==> config.mk <==
export PLATFORM = sky130hd
export DESIGN_NAME = ram_bank
export DESIGN_NICKNAME = d
export VERILOG_FILES = /design/src/rtl/hack_mem_pkg.sv /design/src/rtl/ram_bank_mem.sv /design/src/rtl/ram_bank.sv
export SDC_FILE = /design/constraint.sdc
export NUM_CORES = 2
export LEC_CHECK = 0
export ABC_AREA = 0
export CAP_MARGIN = 20
export CORE_ASPECT_RATIO = 1.2
export CORE_MARGIN = 2
export CORE_UTILIZATION = 33
export DETAILED_ROUTE_END_ITERATION = 10
export SETUP_SLACK_MARGIN = 0.05
export SLEW_MARGIN = 30
export SYNTH_ARGS = -nofsm -noshare
export SYNTH_HDL_FRONTEND = slang
export SYNTH_HIERARCHICAL = 1
export SYNTH_SLANG_ARGS = --single-unit
==> constraint.sdc <==
create_clock -name clk -period 5.3 [get_ports clk]
set_input_delay 0.795 -clock clk [delete_from_list [all_inputs] [get_ports clk]]
set_output_delay 0.795 -clock clk [all_outputs]
set_load 0.01 [all_outputs]
==> src/rtl/hack_mem_pkg.sv <==
// Shared types for the Hack memory-map RAM banks.
// Optional hardware clear is enabled with `define RAM_BANK_CLEAR_EN.
package hack_mem_pkg;

    typedef enum logic {
        ST_CLEAR = 1'b0,
        ST_RUN   = 1'b1
    } state_t;

    localparam int READ_FIRST  = 0;
    localparam int WRITE_FIRST = 1;

endpackage

==> src/rtl/ram_bank_mem.sv <==
// Bare single-port array: sync write, registered read.
// No reset so synthesis can map it onto block RAM.
module ram_bank_mem
    import hack_mem_pkg::*;
#(
    parameter int WIDTH     = 16,
    parameter int ADDR_W    = 8,
    parameter int READ_MODE = READ_FIRST
) (
    input  logic              clk,
    input  logic              we,
    input  logic              re,
    input  logic [ADDR_W-1:0] addr,
    input  logic [WIDTH-1:0]  wdata,
    output logic [WIDTH-1:0]  rdata
);

    logic [WIDTH-1:0] mem [1<<ADDR_W];

    // Write port plus registered read; write-first forwards wdata.
    always_ff @(posedge clk) begin
        if (we) begin
            mem[addr] <= wdata;
        end
        if (re) begin
            if (READ_MODE == WRITE_FIRST && we) begin
                rdata <= wdata;
            end else begin
                rdata <= mem[addr];
            end
        end
    end

endmodule

==> src/rtl/ram_bank.sv <==
// Parametrised Hack RAM bank: FSM, write-port mux, read-valid pipe.
// `define RAM_BANK_CLEAR_EN to sweep all words to zero after reset.
module ram_bank
    import hack_mem_pkg::*;
#(
    parameter int WIDTH     = 16,
    parameter int ADDR_W    = 8,
    parameter int READ_MODE = READ_FIRST
) (
    input  logic              clk,
    input  logic              rst_n,
    input  logic [ADDR_W-1:0] address,
    input  logic [WIDTH-1:0]  in,
    input  logic              load,
    input  logic              rd_en,
    output logic [WIDTH-1:0]  out,
    output logic              read_valid,
    output logic              ready
);

    logic              mem_we;
    logic              mem_re;
    logic [ADDR_W-1:0] mem_addr;
    logic [WIDTH-1:0]  mem_wdata;
    logic [WIDTH-1:0]  mem_rdata;
    logic [WIDTH-1:0]  hold_q;
    logic              valid_q;
    logic              ready_q;

`ifdef RAM_BANK_CLEAR_EN
    state_t            state;
    state_t            state_nx;
    logic [ADDR_W-1:0] clr_addr;
    logic [ADDR_W-1:0] clr_addr_nx;
    logic              clearing;

    // State and sweep-address registers.
    always_ff @(posedge clk or negedge rst_n) begin
        if (!rst_n) begin
            state    <= ST_CLEAR;
            clr_addr <= '0;
        end else begin
            state    <= state_nx;
            clr_addr <= clr_addr_nx;
        end
    end

    // Sweep one word per cycle; leave CLEAR after the last word.
    always_comb begin
        state_nx    = state;
        clr_addr_nx = clr_addr;
        clearing    = 1'b0;
        unique case (state)
            ST_CLEAR: begin
                clearing    = 1'b1;
                clr_addr_nx = clr_addr + 1'b1;
                if (clr_addr == '1) begin
                    state_nx = ST_RUN;
                end
            end
            ST_RUN: begin
                state_nx = ST_RUN;
            end
        endcase
    end

    // Ready trails the state by one cycle, after the final clear write.
    always_ff @(posedge clk or negedge rst_n) begin
        if (!rst_n) begin
            ready_q <= 1'b0;
        end else begin
            ready_q <= (state == ST_RUN);
        end
    end

    // Clear sweep owns the write port while it runs.
    always_comb begin
        mem_we    = clearing | (load & ready_q);
        mem_addr  = clearing ? clr_addr : address;
        mem_wdata = clearing ? '0 : in;
    end
`else
    // Without clear, ready rises on the first edge after release.
    always_ff @(posedge clk or negedge rst_n) begin
        if (!rst_n) begin
            ready_q <= 1'b0;
        end else begin
            ready_q <= 1'b1;
        end
    end

    // Write port driven straight from the CPU side.
    always_comb begin
        mem_we    = load & ready_q;
        mem_addr  = address;
        mem_wdata = in;
    end
`endif

    assign mem_re = rd_en & ready_q;

    ram_bank_mem #(
        .WIDTH     (WIDTH),
        .ADDR_W    (ADDR_W),
        .READ_MODE (READ_MODE)
    ) u_mem (
        .clk   (clk),
        .we    (mem_we),
        .re    (mem_re),
        .addr  (mem_addr),
        .wdata (mem_wdata),
        .rdata (mem_rdata)
    );

    // Valid pipe and held copy of the last returned word.
    always_ff @(posedge clk or negedge rst_n) begin
        if (!rst_n) begin
            valid_q <= 1'b0;
            hold_q  <= '0;
        end else begin
            valid_q <= mem_re;
            if (valid_q) begin
                hold_q <= mem_rdata;
            end
        end
    end

    assign out        = valid_q ? mem_rdata : hold_q;
    assign read_valid = valid_q;
    assign ready      = ready_q;

endmodule

# After elaboration in Yosys (flattened, before gate mapping)
# Memories as Yosys holds them, arrays and structs flattened. A register that Yosys moved wholly into a read port is not among the register bits.
# Cells that the tools add are included.
[totals]
register_bits = 18
ram_bits = 4096
in_bits = 28
out_inout_bits = 18
wordCells = 9
memories = 1
[op_classes]
n_mux = 3
bitwise = 2
[memory_table]
columns = ["name", "depth", "word_bits", "rd", "rd_ports_with_merged_regs", "wr", "line_no", "text"]
rows = [
  ["u_mem.mem", 256, 16, 1, 1, 1, "ram_bank_mem.sv:18", "logic [WIDTH-1:0] mem [1<<ADDR_W];"],
]
[op_table]
columns = ["operator", "n"]
rows = [
  ["$mux 16", 1],
  ["$and 1x1->1", 2],
  ["$mux 1", 2],
]

# Logic depth before layout (Yosys ltp)
[logic_depth]
depth_word = 3
ltp_mapped = 10

# Cells and area by module
# Netlist, hierarchy kept.
[modules_own_cells]
columns = ["module", "instances", "cells_each", "area_per_inst_um2", "seq_area_each_um2"]
rows = [
  ["ram_bank_mem", 1, 6727, 155559.2, 123478.4],
  ["ram_bank", 1, 39, 715.7, 450.4],
]

# Worst setup path before layout
# No wires, ideal clock.
[synth_timing]
path_kind = "input -> register"
from = "input port address[0]"
to = "memory u_mem.mem[145][0] (enable)"
setup_time_ps = 409
t_arrival_ps = 3084
setup_slack_ps = 1807
path_stages = 7
n_path_buf = 5
cell_sequence = "clkbuf_1 > buf_6 > clkbuf_1 > buf_2 > nand2b_1 > clkbuf_1 > nor3_1"
[synth_lines]
columns = ["element", "line_no", "text"]
rows = [
  ["start, declared", "ram_bank.sv:12", "input logic [ADDR_W-1:0] address,"],
  ["end, declared", "ram_bank_mem.sv:18", ""],
]
# No word-level cell before the write port.

==> flow_metrics.py <==
metrics = {
    "critical_path": {
        "slowest_delay_ns": 0.79,
        "reg2reg_slack_ns": 2.00,
        "worstPathMaxFanout": 39,
        "r2r_start": "ready",
        "cp.arrival_ns": 4.48,
        "crit_top_cell": "buf_4",
        "rr_worst_depth": 5,
        "slowest_stage": "a21oi_1",
        "crit_required_ns": 6.09,
        "worstReg2RegEnd": "u_mem/mem[8][7]",
        "endpoint_kind": "flip-flop",
        "worstSetupStartpointType": "primary input",
        "path_cells": "clkdlybuf4s50_1, and2_4, buf_12, buf_4, a22oi_1, a21oi_1, o41ai_1, buf_4, nand4_1",
        "path_class": "in -> reg",
    },
    "timing": {
        "fin_ws_ns": 1.61,
        "finalSetupViolations": 0,
        "fin_setup_tns_ns": 0,
        "whs_ns": 0.219,
        "final_hold_viol_count": 0,
        "clock_skew_ns": 0.0613,
        "slew_violations": 0,
        "rsz0062_at_grt": "false",
        "fin_crit_sh": 0.697,
        "maxSlewHeadroom": 0.296,
        "max_freq_mhz": 271,
        "fin_crit_ns": 3.69,
        "worst_pin_slew_ns": 1.06,
    },
    "placement": {
        "port_buffers": 45,
        "gp_congestion": 0.832,
        "place_hpwl_um": 248000,
        "post-place-ws_ns": 0.659,
    },
    "floorplanning": {
        "coreArea_mm2": 0.471,
        "rows": 276,
        "fp.dieH_um": 758,
        "die-area_mm2": 0.479,
        "fp.dieW_um": 632,
        "ioPinCount": 46,
        "start_util": 0.332,
    },
    "clocking": {
        "clk_latency_ns": 0.94,
        "post_cts_buffers": 0,
        "clkSinkCount": 4130,
        "cts_repair_resize_count": 0,
        "htreeDepth": 5,
        "cts.path.max_buffers": 4,
        "path_clk_slew_ns": 0.06,
        "cts_buffers": 389,
        "root_buffer": "clkbuf_16",
        "tritoncts": "yes",
        "postCtsHoldBufs": 1,
    },
    "synth": {
        "synthCells": 6766,
        "yosys.area.top_type": "edfxtp_1",
        "synth_edf_count": 4112,
        "synth_top_cell_area_share": 0.790,
        "synth_area_mm2": 0.156,
        "ys_seq_elements": 4130,
        "async_flop_share": 0.00436,
        "ys_types": 26,
        "synthTopCellsByCount": "edfxtp_1 (4112), mux4_2 (1024), a22oi_1 (512)",
        "avgSynthCellArea_um2": 23.1,
        "ys_dominant_reg_cell": "edfxtp_1",
        "synthMostInstantiatedCell": "edfxtp_1",
        "yosys_warnings": 6,
        "synth_area_leaders": "edfxtp_1 (79%), mux4_2 (15%), a22oi_1 (2.5%), a21oi_1 (0.82%), clkbuf_1 (0.60%)",
        "ys_seq_area_frac": 0.793,
        "synth_nets": 6794,
    },
    "pwr": {
        "ir_drop_v": 0.000309,
        "leakage_uw": 0.0548,
        "power.density_mw_per_mm2": 368,
        "power_uw": 66500,
    },
    "worst_hold_path": {
        "hold_path_depth": 1,
        "hold_end": "u_mem/mem[167][13]",
        "worstHoldStart": "in[13]",
        "hold_path.class": "in -> reg",
    },
    "route": {
        "ant_nets": 0,
        "drc": 0,
        "wl_met3_um": 31700,
        "drt-met1-wl_um": 161000,
        "drt_pass1_iterations": 5,
        "dr.max_layer_used": "met5",
        "wl_met2_um": 211000,
        "drt_iter0_markers": 9206,
        "finalWirelength_um": 419000,
        "viasPerCell": 5.42,
        "vias": 75500,
        "post_drt_wl_per_cell_um": 30.1,
    },
    "grt": {
        "overflow": 0,
        "grt_pass1_wl_um": 587000,
        "grtUsageTotal": 0.171,
        "antenna_found_initial": 23,
        "first_global_vias": 75700,
        "grt_max_degree": 184,
    },
    "run_status": {
        "outcome": "finished clean",
    },
    "cells_and_area": {
        "area_growth_pct": 15.5,
        "fillers": 41700,
        "ff_latch_area_mm2": 0.124,
        "multiInputGateArea_mm2": 0.0308,
        "fin_nets": 7368,
        "final_layout_size_suffix_gt1_frac": 0.294,
    },
    "run": {
        "maxCapViolCount": 0,
    },
}
==> placed cells by master (no fill, tap or decap), types with 26 or more instances in the layout <==
cell type        instances
bufinv_16               31
nand2_1                 27
nor2_1                 201
clkinv_2                71
buf_4                  493
nor2_2                  27
clkbuf_16              394
mux4_2                1024
a22oi_1                512
o41ai_1                 58
a21oi_1                253
nor3_2                  30
edfxtp_1              4112
clkbuf_1                69
clkdlybuf4s50_1         26
clkinv_1                92
buf_12                  59
==> cell type report <==
cell class | instances | area share
antenna | 21 | 0.000291
clock buffer | 465 | 0.0562
clock inverter | 242 | 0.0120
inverter | 1 | 0.0000208
multi-input combinational | 2213 | 0.170
sequential | 4130 | 0.686
tap | 6255 | 0.0433
timing repair buffer | 605 | 0.0312
==> through the flow <==
step | instances | cell area, um2 | util
2_1_floorplan | 6766 | 156000 | -
3_3_place_gp | 13200 | 168000 | 0.356
3_5_place_dp | 13200 | 168000 | 0.356
4_1_cts | 13900 | 180000 | 0.382
5_1_grt | 13900 | 180000 | 0.383
6_report | 13900 | 181000 | 0.383
==> how the worst max path moves through the flow <==
| stage | from | end | slack, ns | cells past startpoint |
|---|---|---|---|---|
| final | address[2] | u_mem/rdata[2] | 1.61 | 9 |
| after global routing | address[0] | u_mem/rdata[4] | 1.41 | 9 |
| after CTS | read_valid | out[1] | 1.15 | 2 |
| after detailed placement | address[0] | u_mem/rdata[4] | 0.66 | 9 |
| after global placement | address[1] | u_mem/rdata[5] | 0.39 | 8 |
| after floorplan | address[0] | u_mem/mem[145][0] | 1.81 | 7 |
==> registers in the layout (all words and copies together) (netlist names) <==
register	cells
u_mem/rdata	16
hold_q	16
u_mem/mem	4096
read_valid	1
ready	1
==> logic make-up (layout without fill, tap and decap cells) <==
family,Yosys count,after routing,share of synthesized area
DFF,4130,4130,0.793
buffers and inverters,423,1313,0.0125
and+or+nand+nor,340,340,0.00910
other,1,22,0.0000240
muxes,1040,1040,0.149
AOI/OAI and AO/OA,832,832,0.0364
==> routing by layer <==
metal  global-route usage  vias to the layer above
met2                0.290                     3358
met4               0.0615                        6
met3               0.0274                      596
met1                0.222                    41200
li1                     -                    30300
met5                    0                        -
==> critical path: cells and delay by family <==
kind	cells	cell delay, ns
AOI/OAI and AO/OA	3	1.12
buffers and inverters	4	1.80
and+or+nand+nor	2	0.65
==> where the power goes <==
part | switching [uW] | leakage, uW | internal (uW)
combinational | 2060 | 0.0116 | 1100
sequential | 27.7 | 0.0372 | 36000
clock | 12100 | 0.00598 | 15200
total | 14200 | 0.0548 | 52300
Power figures use the tool's default switching activity.
